$ cat config.mk
export PLATFORM = sky130hd
export DESIGN_NAME = maxpool2x2_stream
export DESIGN_NICKNAME = d
export VERILOG_FILES = /design/src/rtl/maxpool2x2_stream.sv
export SDC_FILE = /design/constraint.sdc
export NUM_CORES = 1
export LEC_CHECK = 0
export BUFFER_PORTS_ARGS = -buffer_cell sky130_fd_sc_hd__buf_2
export CORE_ASPECT_RATIO = 0.7
export CORE_UTILIZATION = 30
export DETAILED_ROUTE_END_ITERATION = 6
export HOLD_SLACK_MARGIN = 0.02
export PLACE_DENSITY = 0.45
export SYNTH_ARGS = -nofsm -noshare
export SYNTH_HDL_FRONTEND = slang
export SYNTH_SLANG_ARGS = --single-unit
$ cat constraint.sdc
create_clock -name clk -period 6.3 [get_ports clk]
set_input_delay 0.945 -clock clk [delete_from_list [all_inputs] [get_ports clk]]
set_output_delay 0.945 -clock clk [all_outputs]
set_load 0.02 [all_outputs]
$ cat src/rtl/maxpool2x2_stream.sv
// Streaming 2x2 stride-2 signed max-pool over a raster-order feature map.
// Optional MAXPOOL_RELU_EN fuses a ReLU onto the pooled output.
module maxpool2x2_stream #(
  parameter int unsigned DATA_W = 16,
  parameter int unsigned IMG_W  = 24,
  parameter int unsigned IMG_H  = 24
) (
  input  logic              clk,
  input  logic              rst,
  input  logic              start,
  input  logic              in_valid,
  input  logic [DATA_W-1:0] in_data,
  output logic              in_ready,
  output logic              out_valid,
  output logic [DATA_W-1:0] out_data,
  input  logic              out_ready,
  output logic              busy,
  output logic              done
);

  localparam int unsigned COL_W    = $clog2(IMG_W);
  localparam int unsigned ROW_W    = $clog2(IMG_H);
  localparam int unsigned LB_DEPTH = IMG_W / 2;
  localparam int unsigned LB_AW    = (LB_DEPTH > 1) ? $clog2(LB_DEPTH) : 1;

  typedef enum logic [1:0] {
    S_IDLE  = 2'd0,
    S_RUN   = 2'd1,
    S_FLUSH = 2'd2
  } state_e;

  state_e            state_q, state_d;
  logic [COL_W-1:0]  col_q, col_d;
  logic [ROW_W-1:0]  row_q, row_d;
  logic [DATA_W-1:0] h_reg_q, h_reg_d;
  logic              out_valid_q, out_valid_d;
  logic [DATA_W-1:0] out_data_q, out_data_d;
  logic              busy_q, busy_d;
  logic              done_q, done_d;

  logic [DATA_W-1:0] linebuf_q [LB_DEPTH];
  logic [LB_AW-1:0]  lb_idx;
  logic [DATA_W-1:0] lb_rd;
  logic              lb_we;

  logic              in_hs;
  logic              out_hs;
  logic              last_col;
  logic              last_row;
  logic signed [DATA_W-1:0] in_s;
  logic signed [DATA_W-1:0] h_s;
  logic signed [DATA_W-1:0] lb_s;
  logic signed [DATA_W-1:0] h_max;
  logic signed [DATA_W-1:0] pool;

  // Output stage: optional ReLU, width preserved exactly.
  function automatic logic [DATA_W-1:0] post_op(input logic signed [DATA_W-1:0] v);
`ifdef MAXPOOL_RELU_EN
    return v[DATA_W-1] ? '0 : v;
`else
    return v;
`endif
  endfunction

  // Upstream may advance in the same cycle the output register drains.
  assign in_ready = (state_q == S_RUN) && !(out_valid_q && !out_ready);
  assign in_hs    = in_valid && in_ready;
  assign out_hs   = out_valid_q && out_ready;
  assign last_col = (col_q == COL_W'(IMG_W - 1));
  assign last_row = (row_q == ROW_W'(IMG_H - 1));
  assign lb_idx   = LB_AW'(col_q >> 1);
  assign lb_rd    = linebuf_q[lb_idx];

  assign in_s  = $signed(in_data);
  assign h_s   = $signed(h_reg_q);
  assign lb_s  = $signed(lb_rd);
  assign h_max = (in_s > h_s) ? in_s : h_s;
  assign pool  = (lb_s > h_max) ? lb_s : h_max;

  always_comb begin
    state_d     = state_q;
    col_d       = col_q;
    row_d       = row_q;
    h_reg_d     = h_reg_q;
    out_valid_d = out_valid_q;
    out_data_d  = out_data_q;
    lb_we       = 1'b0;
    done_d      = 1'b0;

    if (out_hs) out_valid_d = 1'b0;

    unique case (state_q)
      S_IDLE: begin
        if (start) begin
          state_d = S_RUN;
          col_d   = '0;
          row_d   = '0;
        end
      end
      S_RUN: begin
        if (in_hs) begin
          if (!col_q[0]) begin
            h_reg_d = in_data;
          end else if (!row_q[0]) begin
            lb_we = 1'b1;
          end else begin
            out_valid_d = 1'b1;
            out_data_d  = post_op(pool);
          end
          if (last_col) begin
            col_d = '0;
            row_d = last_row ? '0 : row_q + ROW_W'(1);
            if (last_row) state_d = S_FLUSH;
          end else begin
            col_d = col_q + COL_W'(1);
          end
        end
      end
      S_FLUSH: begin
        // Leave as soon as the final pooled pixel is taken.
        if (!out_valid_d) begin
          state_d = S_IDLE;
          done_d  = 1'b1;
        end
      end
      default: state_d = S_IDLE;
    endcase

    busy_d = (state_d != S_IDLE) || done_d;
  end

  always_ff @(posedge clk or negedge rst) begin
    if (!rst) begin
      state_q     <= S_IDLE;
      col_q       <= '0;
      row_q       <= '0;
      h_reg_q     <= '0;
      out_valid_q <= 1'b0;
      out_data_q  <= '0;
      busy_q      <= 1'b0;
      done_q      <= 1'b0;
    end else begin
      state_q     <= state_d;
      col_q       <= col_d;
      row_q       <= row_d;
      h_reg_q     <= h_reg_d;
      out_valid_q <= out_valid_d;
      out_data_q  <= out_data_d;
      busy_q      <= busy_d;
      done_q      <= done_d;
    end
  end

  // Even-row horizontal maxima; every entry is written before it is read.
  always_ff @(posedge clk) begin
    if (lb_we) linebuf_q[lb_idx] <= h_max;
  end

  assign out_valid = out_valid_q;
  assign out_data  = out_data_q;
  assign busy      = busy_q;
  assign done      = done_q;

endmodule
---- After elaboration in Yosys (flattened, before gate mapping) ----
Memory sizes are Yosys's and may differ from the RTL's.
Cells that the tools add are included.
operators by class
  add/sub/neg operators ................... 2
  $lt $le $gt $ge ......................... 2
  equality and inequality tests ........... 7
  multiplexer cells ....................... 29
  bitwise gates (word level) .............. 1
  reduce and logical (&&, ||, !) cells .... 14
operator list
  operator               number
  $gt A16 B16 Y1         2
  $mux W16               2
  $mux W5                6
  $pmux W5 S2            2
  $mux W1                13
  $add A5 B1 Y5 const B  2
  $eq A5 B5 Y1 const B   2
  $mux W2                5
  $reduce_and A4 Y1      2
  $ne A2 B2 Y1 const B   3
  $pmux W2 S3            1
  $reduce_and A3 Y1      2
  $logic_and A1 B1 Y1    4
  $reduce_bool A2 Y1     2
  $eq A2 B1 Y1 const B   1
  $eq A2 B2 Y1 const B   1
  $logic_not A1 Y1       2
  $logic_not A2 Y1       1
  $logic_or A1 B1 Y1     1
  $not A1 Y1             1
storage, ports and cells
  register bits after elaboration ......... 47
  bits in writable memories ............... 192
  input port bits ......................... 21
  output and inout port bits .............. 20
  word-level logic and storage cells ...... 64
  memories kept ........................... 1
memory list
  memory     depth  width  rd ports  clocked after memory_dff  wr ports  line  RTL
  linebuf_q  12     16     1         0                         1         41    logic [DATA_W-1:0] linebuf_q [LB_DEPTH];

---- Logic depth before layout (Yosys ltp) ----
Gate-level depths: netlist (run 1).
  depth after elaboration ................. 9
  gate-level depth with buffers ........... 19
  depth with buffers taken out ............ 16

---- Least setup slack after synthesis (run 1) ----
OpenSTA, ideal clock, no wires.
  path kind ............................... input to register
  start point ............................. input in_data[7]
  end point ............................... register out_data_q[10], in the netlist out_data[10]
  setup time .............................. 0.128 ns
  arrival time ............................ 4.469 ns
  required time ........................... 6.172 ns
  path slack .............................. 1.703 ns
  stages .................................. 14
  buffers on the path ..................... 1
  cell sequence ........................... ha_1 a21oi_1 o21a_1 o221a_2 o211ai_2 o311ai_0 ha_1 nor2b_1 o211ai_1 a2111oi_1 nor4_1 or3_4 buf_6 o21ai_1
on the way
  cells in the longest elaborated chain, start to end .. 4
RTL lines
  what                  line  RTL
  start, declared       12    input logic [DATA_W-1:0] in_data,
  $gt A16 B16 Y1        77    assign h_max = (in_s > h_s) ? in_s : h_s;
  $mux W16              77
  net h_max[0]          53    logic signed [DATA_W-1:0] h_max;
  $gt A16 B16 Y1        78    assign pool = (lb_s > h_max) ? lb_s : h_max;
  $mux W16              78
  end signal, assigned  148   out_data_q <= out_data_d;
  end, declared         37    logic [DATA_W-1:0] out_data_q, out_data_d;
The timed path passes the listed nets, and every way through them passes these cells.
A chain may end at the register's enable or synchronous reset.

---- Worst setup path in the final report (run 1) ----
  start point ............................. input in_data[15]
  end point ............................... register out_data_q[0], in the netlist out_data[0]
on the way
  cells in the longest elaborated chain, start to end .. 4
RTL lines
  what            line
  $gt A16 B16 Y1  77
  $mux W16 (*)    77
  $gt A16 B16 Y1  78
  $mux W16 (*)    78
Mark *: on every way between the ends. The rest lies on a longest branch, timed or not.

==> impl_results.md, run 1 <==
- Antenna viol nets, final: 0
- Critical path depth: 16
- Startpoint types: input pin
- Adder-cell share of the synthesized area: 0.0404
- Worst vdd ir: approximately 0.00023 V
- Die area: ~0.036 mm2
- Post-Syn Nets: 734
- Final std cells w/o fill: between 1000 and 1500
- Setup violators final: 0
- Post-Synth XOR/XNOR Area: 0.000831
- Final net count: about 780
- Initial antenna violation count: 0
- Post-Layout Inst Area: approximately 0.012 mm2
- Top cell by count, worst path: ha_1
- GRT busiest layer: met2
- Critical path required time: between 6000 and 7000 ps
- Critical path arrival: 5390 ps
- Final wirelength: approximately 26000 um
- Slew @ Worst Pin: between 1000 and 1500 ps
- Sequential area share after synthesis: 0.659
- Area grow syn2layout: 15.2%
- Die height: 159 um
- Worst skew pair latency: roughly 530 ps
- CTS Sinks: 239
- CTS root buf: clkbuf_16
- R2R cell count: 16
- CTS tree: built
- Critical path's largest stage delay: slightly above 600 ps
- Yosys warns: 0
- Wire per inst: about 21 um
- Clock slew at reported path FFs: around 60 ps
- CP top delay family: compound AO/OA/AOI/OAI gates
- Synth Area in Simple Gates: 0.0688
- Hpwl dp: 17000 um
- Max_cap viols: 0
- Period Utilization, post-route: 0.780
- CTS H-tree depth: 1
- Min-delay worst type: reg -> reg
- Post-DP Area: 0.0113 mm2
- Post-synth EDFFs: 192
- M3 GR Usage: 0.0233
- Worst R2R End: out_data[0]
- Met1 Use GR: 0.219
- Tot Pwr: 6.07 mW
- Post-synthesis cell area: approximately 0.011 mm2
- Starting DRC count in detailed routing: 399
- Combinational power share: 0.369
- Largest net degree at the start of global routing: 48
- Mapped Cells: 679
- Vias per inst: 4.92
- Crit Path Category: in -> reg
- Final Skew: 11.7 ps
- Drt drc: 0
- Rows: 57
- Crit. End Element: flip-flop
- R2r startpoint: h_reg_q[15]
- Post_cts resized: 0
- Ratio of cells with drive above 1 in the final layout: 0.233
- Flop pwr share: 0.384
- IO Port Bufs: 40
- Grt met2 use: 0.222
- Post-route setup TNS: 0 ps
- Sw frac: 0.356
- Pre-antenna DRT Iters: 5
- Yosys cell types: 52
- Pleak: between 4 and 5 nW
- Pint: approximately 3.9 mW
- Power density over cell area: ~500 mW/mm2
- Post-synth ARST share: 0.197
- RSZ-0062 raised after global routing: no
- Hold Buf Count CTS: 0
- Crit path cell chain: buf_2 -> ha_1 -> nand4_4 -> nor4_4 -> o21ai_1 -> o211ai_2 -> o21ai_4 -> mux2i_2 -> ha_1 -> a21oi_1 -> o21ai_0 -> o2bb2ai_1 -> nor4_1 -> nor2_4 -> o31ai_1 -> a21o_1
- Die width: 226 um
- DP Cell Count: around 1200
- CP max FO: 16
- Core box area: about 0.035 mm2
- GPL Wtd Cong: between 0.8 and 0.9
- Seq cells post-synth: about 240
- Number of global-route vias before repair: between 6000 and 7000
- Worst path bufs/invs: 1
- Period minus WS final: just under 5000 ps
- Critical path origin: in_data[15]
- Max Buffers Root-to-Sink: 3
- Num ports: between 40 and 50
- Status: complete, no violations
- Clock share of power: 0.247
- CP Capture Point: out_data[0]
- Flop2flop setup slack: 1520 ps
- First-pass GRT wire length: 39000 um
- Worst slew margin: 0.141
- Vias: around 6000
- Pins Over Slew Limit: 0
- Top FF cell, synth: edfxtp_1
- CTS buffer count: 24
- Syn Area/Cell: 15.5 um2
- Number of fill cells: between 3000 and 4000
- P_sw: 2.16 mW
- Multiplexer area fraction after synthesis: 0.135
- FMAX: approximately 200 MHz
- Setup bufs post-CTS: 0
- Starting Density: 0.304
- Antenna cell count: 0
- Largest family of logic cells by synthesized area: multiplexers
- CP max-delay cell: nor4_1
- GRT Total Usage: 0.146
- Overflow after GRT: 0
- Final Hold Viols: 0
- Synth Area in Compound Gates: 0.0675
stage by stage:
stage	hold slack (ps)	utilization	setup slack, ps
after floorplan	464	-	1700
after global placement	486	0.327	1020
after detailed placement	509	0.327	959
after CTS	525	0.350	1510
after global routing	550	0.350	1120
final	517	0.350	1380
area by class of cell:
class | count | area, um2 | share of cell area
clock buffer | 31 | 658 | 0.0542
tap | 472 | 591 | 0.0486
clock inverter | 11 | 158 | 0.0130
sequential | 239 | 6950 | 0.572
multi-input combinational | 372 | 3340 | 0.275
timing repair buffer | 56 | 320 | 0.0264
inverter | 34 | 128 | 0.0105
cell usage in the layout, fill, tap and decap left out, types with 3 or more instances in the layout:
| cell type | instances |
|---|---|
| ha_1 | 34 |
| nor2_2 | 8 |
| clkinv_2 | 3 |
| nor3_1 | 4 |
| mux2i_2 | 3 |
| nand2_1 | 57 |
| a2bb2oi_1 | 15 |
| mux2_2 | 3 |
| nor2b_1 | 4 |
| clkbuf_16 | 25 |
| inv_1 | 34 |
| o21ai_1 | 9 |
| nand2b_1 | 6 |
| nor3_2 | 4 |
| dfrtp_1 | 45 |
| buf_4 | 16 |
| a21oi_1 | 19 |
| o21ai_0 | 51 |
| edfxtp_1 | 192 |
| buf_2 | 40 |
| nand4_1 | 20 |
| clkbuf_1 | 5 |
| mux4_2 | 48 |
| mux2i_1 | 27 |
| nand3_1 | 10 |
| and2_1 | 4 |
| o21ai_2 | 4 |
| bufinv_16 | 4 |
| nor2_1 | 13 |
worst min path at each step:
stage	slack [ps]	depth (start not counted)	start	to
6_report	520	2	row_q[1]	row_q[1]
5_1_grt	550	2	row_q[1]	row_q[1]
4_1_cts	530	2	row_q[1]	row_q[1]
3_5_place_dp	510	2	out_data[1]	out_data[1]
3_3_place_gp	490	1	row_q[3]	row_q[3]
2_1_floorplan	460	1	row_q[3]	row_q[3]
power by group through the flow:
stage	registers, mW	clock network, mW	logic, mW
after floorplan	2.26	0	1.68
after global placement	2.37	0	2.19
after detailed placement	2.37	0	2.27
after CTS	2.34	1.54	2.27
after global routing	2.36	1.60	2.47
final	2.33	1.50	2.24
synth_stat cells, types with 15 or more instances:
| cell | number | area (um2) |
|---|---|---|
| a21oi_1 | 19 | 95.1 |
| a2bb2oi_1 | 15 | 131 |
| clkbuf_1 | 15 | 56.3 |
| dfrtp_1 | 47 | 1180 |
| edfxtp_1 | 192 | 5770 |
| ha_1 | 34 | 425 |
| inv_1 | 34 | 128 |
| mux2i_1 | 27 | 270 |
| mux4_2 | 48 | 1080 |
| nand2_1 | 57 | 214 |
| nand4_1 | 20 | 125 |
| nor2_1 | 21 | 78.8 |
| o21ai_0 | 51 | 255 |
routing by layer:
metal  wire length, um  up-vias  share of wire
met2             11700      100           0.45
met5                 0        -              0
met1             12600     3118           0.49
met4               415        0          0.016
li1                  -     2734              -
met3               936       31          0.036
registers in the layout, indices dropped and copies added (netlist names):
register,count
busy,1
col_q,5
done,1
h_reg_q,16
linebuf_q,192
out_data,16
out_valid,1
row_q,5
state_q,2
worst register-to-register path: stages (launching register included):
cell and delay, ps:
dfrtp_1 340, inv_1 50, ha_1 490, nand4_4 190
nor4_4 500, o21ai_1 200, o211ai_2 200, o21ai_4 260
mux2i_2 420, ha_1 330, a21oi_1 160, o21ai_0 170
o2bb2ai_1 190, nor4_1 620, nor2_4 220, o31ai_1 270
a21o_1 120
cell families (layout without fill, tap and decap cells):
| family | Yosys count | after routing |
|---|---|---|
| fa+ha+maj | 34 | 34 |
| compound gates | 114 | 114 |
| buf+inv | 68 | 132 |
| xor+xnor | 1 | 1 |
| flops | 239 | 239 |
| simple gates | 142 | 142 |
| mux | 81 | 81 |
(Power assumes the default switching activity.)
==> run 2, diff against run 1 <==
==> constraint.sdc (replaced) <==
create_clock -name clk -period 4.8 [get_ports clk]
set_input_delay 0.72 -clock clk [delete_from_list [all_inputs] [get_ports clk]]
set_output_delay 0.72 -clock clk [all_outputs]
set_load 0.02 [all_outputs]
==> impl_results.md, run 2 (synthesis gave the netlist of run 1 again) <==
- Core box area: 0.0347 mm2 (unchanged)
- Worst slew margin: 0.377 (+0.236)
- Final net count: 810 (+3.6%)
- Slew @ Worst Pin: 935 ps (-352 ps)
- Area grow syn2layout: 17.2%
- Period minus WS final: about 4400 ps
- Power density over cell area: 660 mW/mm2 (+32%)
- Flop2flop setup slack: 360 ps (-1160 ps)
- Worst vdd ir: 0.000218 V (-6.9%)
- Critical path arrival: 4880 ps (-510 ps)
- Max Buffers Root-to-Sink: 3 (unchanged)
- CTS buffer count: 24 (unchanged)
- Largest net degree at the start of global routing: 48 (unchanged)
- Number of global-route vias before repair: 6449 (+2.9%)
- Ratio of cells with drive above 1 in the final layout: 0.257 (+0.0246)
- Setup bufs post-CTS: 0 (unchanged)
- Pre-antenna DRT Iters: 5 (unchanged)
- Critical path's largest stage delay: 620 ps (about the same)
- Starting Density: 0.304 (unchanged)
- Rows: 57 (unchanged)
- Starting DRC count in detailed routing: 358 (-10%)
- Die width: 226 um (unchanged)
- Num ports: 41 (unchanged)
- CP top delay family: compound AO/OA/AOI/OAI gates
- Pins Over Slew Limit: 0 (unchanged)
- Vias per inst: 4.96 (+0.71%)
- Final wirelength: 26300 um (+2.5%)
- CP max-delay cell: a2111oi_1
- Vias: 6174 (+3.2%)
- DP Cell Count: 1201 (+2.4%)
- Die height: 159 um (unchanged)
- Pleak: 4.39 nW (+3.1%)
- Worst path bufs/invs: 1 (unchanged)
- Final Skew: 8.77 ps (-2.98 ps)
- Drt drc: 0 (unchanged)
- GRT Total Usage: 0.151 (+0.00505)
- Final Hold Viols: 0 (unchanged)
- Max reg flops: 192 (unchanged)
- IO Port Bufs: 40 (unchanged)
- Critical path origin: h_reg_q[7]
- Top cell by count, worst path: ha_1
- Crit Path Category: reg -> reg
- Clock slew at reported path FFs: 60 ps (about the same)
- Worst skew pair latency: 520 ps (about the same)
- CTS tree: built
- Worst R2R End: out_data[3]
- Antenna viol nets, final: 0 (unchanged)
- Most frequent cells in the layout: 192 x edfxtp_1, 57 x nand2_1, 51 x o21ai_0
- Critical path required time: 5240 ps (-1540 ps)
- R2r startpoint: h_reg_q[7]
- Period Utilization, post-route: 0.925
- FMAX: around 230 MHz
- Post-DP Area: 0.0116 mm2 (+2.1%)
- Die area: 0.0359 mm2 (unchanged)
- CTS H-tree depth: 1 (unchanged)
- Overflow after GRT: 0 (unchanged)
- Status: complete, no violations
- Antenna cell count: 0 (unchanged)
- Commonest non-fill, non-tap cell in the layout: edfxtp_1
- R2R cell count: 14 (-2)
- Post-Layout Inst Area: 0.0124 mm2 (+1.8%)
- Hold Buf Count CTS: 0 (unchanged)
- Startpoint types: flip-flop
- GPL Wtd Cong: 0.841 (+0.39%)
- Crit. End Element: flip-flop
- RSZ-0062 raised after global routing: no
- CTS Sinks: 239 (unchanged)
- Setup violators final: 0 (unchanged)
- Largest Register: linebuf_q
- Post_cts resized: 0 (unchanged)
- Min-delay worst type: in -> async
- Final std cells w/o fill: 1245 (+2.5%)
- Wire per inst: 21.1 um (about the same)
- CP max FO: 15 (-1)
- CTS root buf: clkbuf_16
- Initial antenna violation count: 0 (unchanged)
- Hpwl dp: 17800 um (+4.6%)
- First-pass GRT wire length: 40300 um (+3.3%)
- Crit path cell chain: inv_1 -> ha_1 -> nand2_1 -> o21a_1 -> o221a_2 -> o211ai_2 -> o21ai_4 -> mux2i_1 -> ha_1 -> nand4_1 -> a2111oi_1 -> nor4_2 -> or3_4 -> o21ai_0
- Max_cap viols: 0 (unchanged)
==> run 2: cell types whose count changed in the layout (fill, tap and decap cells not counted), sizes merged <==
cell and delta:
buf +28, bufinv -1, clkbuf +2, clkinv +2, clkinvlp -1
==> run 2: layout make-up <==
cell class / count / area, um2
Fill cell: 3322 / 22300
Sequential cell: 239 / 6950
Multi-Input combinational cell: 372 / 3340
Clock buffer: 33 / 656
Tap cell: 472 / 591
Timing Repair Buffer: 84 / 556
Clock inverter: 11 / 131
Inverter: 34 / 128
==> run 2: report_power, final <==
group          total [mW]  switching [mW]  internal (mW)
clock network        1.90           0.780           1.12
logic                3.16            1.81           1.35
registers            3.09           0.318           2.77
total                8.15            2.91           5.24
==> run 2: worst max path at each step <==
stage / slack [ps] / endpoint / cells after the start
2_1_floorplan: 430 / out_data[10] / 14
3_3_place_gp: 30 / out_data[2] / 15
3_5_place_dp: -90 / out_data[0] / 17
4_1_cts: 350 / out_data[0] / 17
5_1_grt: 60 / out_data[4] / 14
6_report: 360 / out_data[3] / 14
==> run 2: per-stage QoR <==
step,hold WS [ps],setup WS [ps],setup TNS (ps),total power [mW],utilization
finish,302,359,0,8.15,0.356
floorplan,424,428,0,5.18,-
CTS,310,349,0,8.22,0.356
detailed placement,491,-85.1,-647,6.31,0.333
global placement,485,31.2,0,6.22,0.333
global route,333,62.9,0,8.64,0.356
==> run 2: routing by layer <==
layer	track usage	part of all wire	wire [um]	vias to the layer above
li1	-	-	-	2792
met3	0.0274	0.048	1250	27
met1	0.231	0.50	13000	3216
met5	0	0	0	-
met4	0.0304	0.015	386	0
met2	0.224	0.44	11600	139
==> run 3, diff against run 2 <==
--- a/config.mk
+++ b/config.mk
@@ -5,6 +5,7 @@
 export SDC_FILE = /design/constraint.sdc
 export NUM_CORES = 1
 export LEC_CHECK = 0
+export ABC_AREA = 1
 export BUFFER_PORTS_ARGS = -buffer_cell sky130_fd_sc_hd__buf_2
 export CORE_ASPECT_RATIO = 0.7
 export CORE_UTILIZATION = 30
==> impl_results.md, run 3 <==
- Post-Layout Inst Area: 0.0126 mm2 (+2.2%)
- Overflow after GRT: 0 (unchanged)
- Yosys warns: 0 (unchanged)
- Pins Over Slew Limit: 0 (unchanged)
- Top cell by count, worst path: nand2_1
- First-pass GRT wire length: 44900 um (+11%)
- Starting DRC count in detailed routing: 556 (+55%)
- GPL Wtd Cong: 0.775 (-7.8%)
- Max reg flops: 192 (unchanged)
- Largest net degree at the start of global routing: 50 (+4.2%)
- Top-count cell post-synth: nand2_1
- Die height: 161 um (+1.5%)
- Post-synthesis cell area: 0.0109 mm2 (+3.1%)
- Crit Path Category: reg -> reg
- Top cells by area, synth: edfxtp_1 53%, nand2_1 15%, dfrtp_1 11%
- Ratio of cells with drive above 1 in the final layout: 0.131 (-0.127)
- Syn Area/Cell: 10.0 um2 (-35%)
- Pre-antenna DRT Iters: 5 (unchanged)
- Antenna viol nets, final: 0 (unchanged)
- Pleak: 5.37 nW (+23%)
- Final Worst Setup Slack: 845 ps (+486 ps)
- Final Skew: 10.8 ps (+2.01 ps)
- Period Utilization, post-route: 0.824 (-0.101)
- Initial antenna violation count: 0 (unchanged)
- Core box area: 0.0352 mm2 (+1.4%)
- Commonest non-fill, non-tap cell in the layout: nand2_1
- Post-DP Area: 0.0118 mm2 (+2.5%)
- Die width: 229 um (+1.5%)
- Critical path origin: h_reg_q[10]
- Seq cells post-synth: 239 (unchanged)
- Final net count: 1206 (+49%)
- Most frequent cells in the layout: 420 x nand2_1, 192 x edfxtp_1, 89 x inv_1
- Max Buffers Root-to-Sink: 3 (unchanged)
- Final Hold Viols: 0 (unchanged)
- Final wirelength: 28500 um (+8.3%)
- CTS H-tree depth: 1 (unchanged)
- Post-route setup TNS: 0 ps (unchanged)
- Hold Buf Count CTS: 0 (unchanged)
- Pre-CTS setup slack: 500 ps (+585 ps)
- Die area: 0.0370 mm2 (+3.1%)
- GRT Total Usage: 0.158 (+0.00641)
- Sequential area share after synthesis: 0.639 (-0.0197)
- Max_cap viols: 0 (unchanged)
- CP max-delay cell: dfrtp_1
- Final std cells w/o fill: 1641 (+32%)
- Min-delay worst type: in -> async
- Clock slew at reported path FFs: 70 ps (about the same)
- Critical path arrival: 4420 ps (-460 ps)
- Rows: 57 (unchanged)
- Area grow syn2layout: 16.2%
- Mapped Cells: 1083 (+59%)
- IO Port Bufs: 40 (unchanged)
- CTS Sinks: 239 (unchanged)
- Hold WS: 284 ps (-17.6 ps)
- DP Cell Count: 1597 (+33%)
- Commonest cells post-synth: 420 x nand2_1, 192 x edfxtp_1, 92 x nor2_1
- Post_cts resized: 0 (unchanged)
- Wire per inst: 17.4 um (-18%)
- Post-Syn Nets: 1138 (+55%)
- Worst skew pair latency: 530 ps (about the same)
- Top-area cell type share of the netlist area: 0.531 (-0.0164)
- Number of global-route vias before repair: 7255 (+12%)
- Worst slew margin: 0.473 (+0.0963)
- Setup bufs post-CTS: 0 (unchanged)
- Status: complete, no violations
- Slew @ Worst Pin: 789 ps (-146 ps)
- Setup violators final: 0 (unchanged)
- Post-synth EDFFs: 192 (unchanged)
- CP max FO: 17 (+2)
- CTS root buf: clkbuf_16
- R2r startpoint: h_reg_q[10]
- Num ports: 41 (unchanged)
- Vias per inst: 4.59 (-7.4%)
- Critical path's largest stage delay: 400 ps (-220 ps)
- Post-synth ARST share: 0.197 (unchanged)
- Crit path cell chain: inv_1 -> ha_1 -> nand4_1 -> nor3_2 -> nand2_1 -> nand2_1 -> nand2_2 -> nand3_4 -> nand2_1 -> nand2_1 -> inv_1 -> ha_1 -> a21oi_1 -> o21ai_0 -> nor2_1 -> nand2_1 -> nand2_2 -> nand3_2 -> nand3_1 -> nand2_1 -> nand2_1
- Crit. End Element: flip-flop
- Hpwl dp: 18400 um (+3.5%)
- Drt drc: 0 (unchanged)
- Area leader, netlist: edfxtp_1
- Yosys cell types: 33 (-37%)
- CTS tree: built
- Worst vdd ir: 0.000409 V (+88%)
- Power density over cell area: 741 mW/mm2 (+12%)
- Largest Register: linebuf_q
- Startpoint types: flip-flop
- Critical path required time: 5270 ps (+30 ps)
- Period minus WS final: 3960 ps (-486 ps)
- FMAX: 253 MHz (+12%)
- Antenna cell count: 0 (unchanged)
- RSZ-0062 raised after global routing: no
- Vias: 7534 (+22%)
- Starting Density: 0.309 (+0.00493)
- CTS buffer count: 24 (unchanged)
- Flop2flop setup slack: 840 ps (+490 ps)
- Top FF cell, synth: edfxtp_1
[run 3: changes by cell type after synthesis, moves of 43 or more]
cell / before / now
mux4_2: 48 / 0
nand4_1: 20 / 69
nor2_1: 21 / 92
inv_1: 34 / 89
nand2_1: 57 / 420
o21ai_0: 51 / 8
[run 3: stage by stage]
stage	power [mW]	util
floorplan	6.03	-
global placement	7.55	0.337
detailed placement	7.53	0.337
CTS	9.44	0.359
global route	10.1	0.359
finish	9.35	0.359
[run 3: path summary, 6_finish.rpt]
check	depth (start not counted)	endpoint
worst min-delay path	2	row_q[2]
worst max register to register	21	out_data[12]
min in group clk	1	done
worst min register to register	1	done
worst max-delay path	21	out_data[12]
max in group asynchronous	2	h_reg_q[10]
[run 3: routing by layer]
metal  up-vias  track usage  share of wire
li1       3749            -              -
met1      3622        0.254           0.55
met2       129        0.221           0.40
met3        34       0.0230          0.035
met4         0       0.0303          0.017
met5         -            0              0
[run 3: area by class of cell]
cell class / count / area [um2]
fill: 3557 / 22500
multi-input combinational: 708 / 3390
clock buffer: 26 / 629
sequential: 239 / 6940
tap: 472 / 591
clock inverter: 18 / 150
timing repair buffer: 80 / 551
inverter: 98 / 368
[run 3: critical path: cells and delay by family, from the launching register on]
kind,cells,cell delay [ps]
adder cells (fa/ha/maj),2,630
AO/OA/AOI/OAI,2,320
AND/OR/NAND/NOR,15,2390
flip-flops,1,400
buffers and inverters,2,130
[run 3: cells by family (layout without fill, tap and decap cells)]
| kind of cell | Yosys count | after routing | share of synthesized area |
|---|---|---|---|
| flip-flops | 239 | 239 | 0.639 |
| buffers and inverters | 136 | 222 | 0.0538 |
| AO/OA/AOI/OAI | 45 | 45 | 0.0221 |
| AND/OR/NAND/NOR | 629 | 629 | 0.246 |
| adder cells (fa/ha/maj) | 34 | 34 | 0.0391 |
[run 3: report_power, final]
part	internal (mW)	switching [mW]	leakage [nW]	total, mW
sequential	2.94	0.156	2.29	3.09
combinational	1.39	2.99	2.71	4.37
clock	1.06	0.830	0.376	1.89
total	5.38	3.97	5.37	9.35
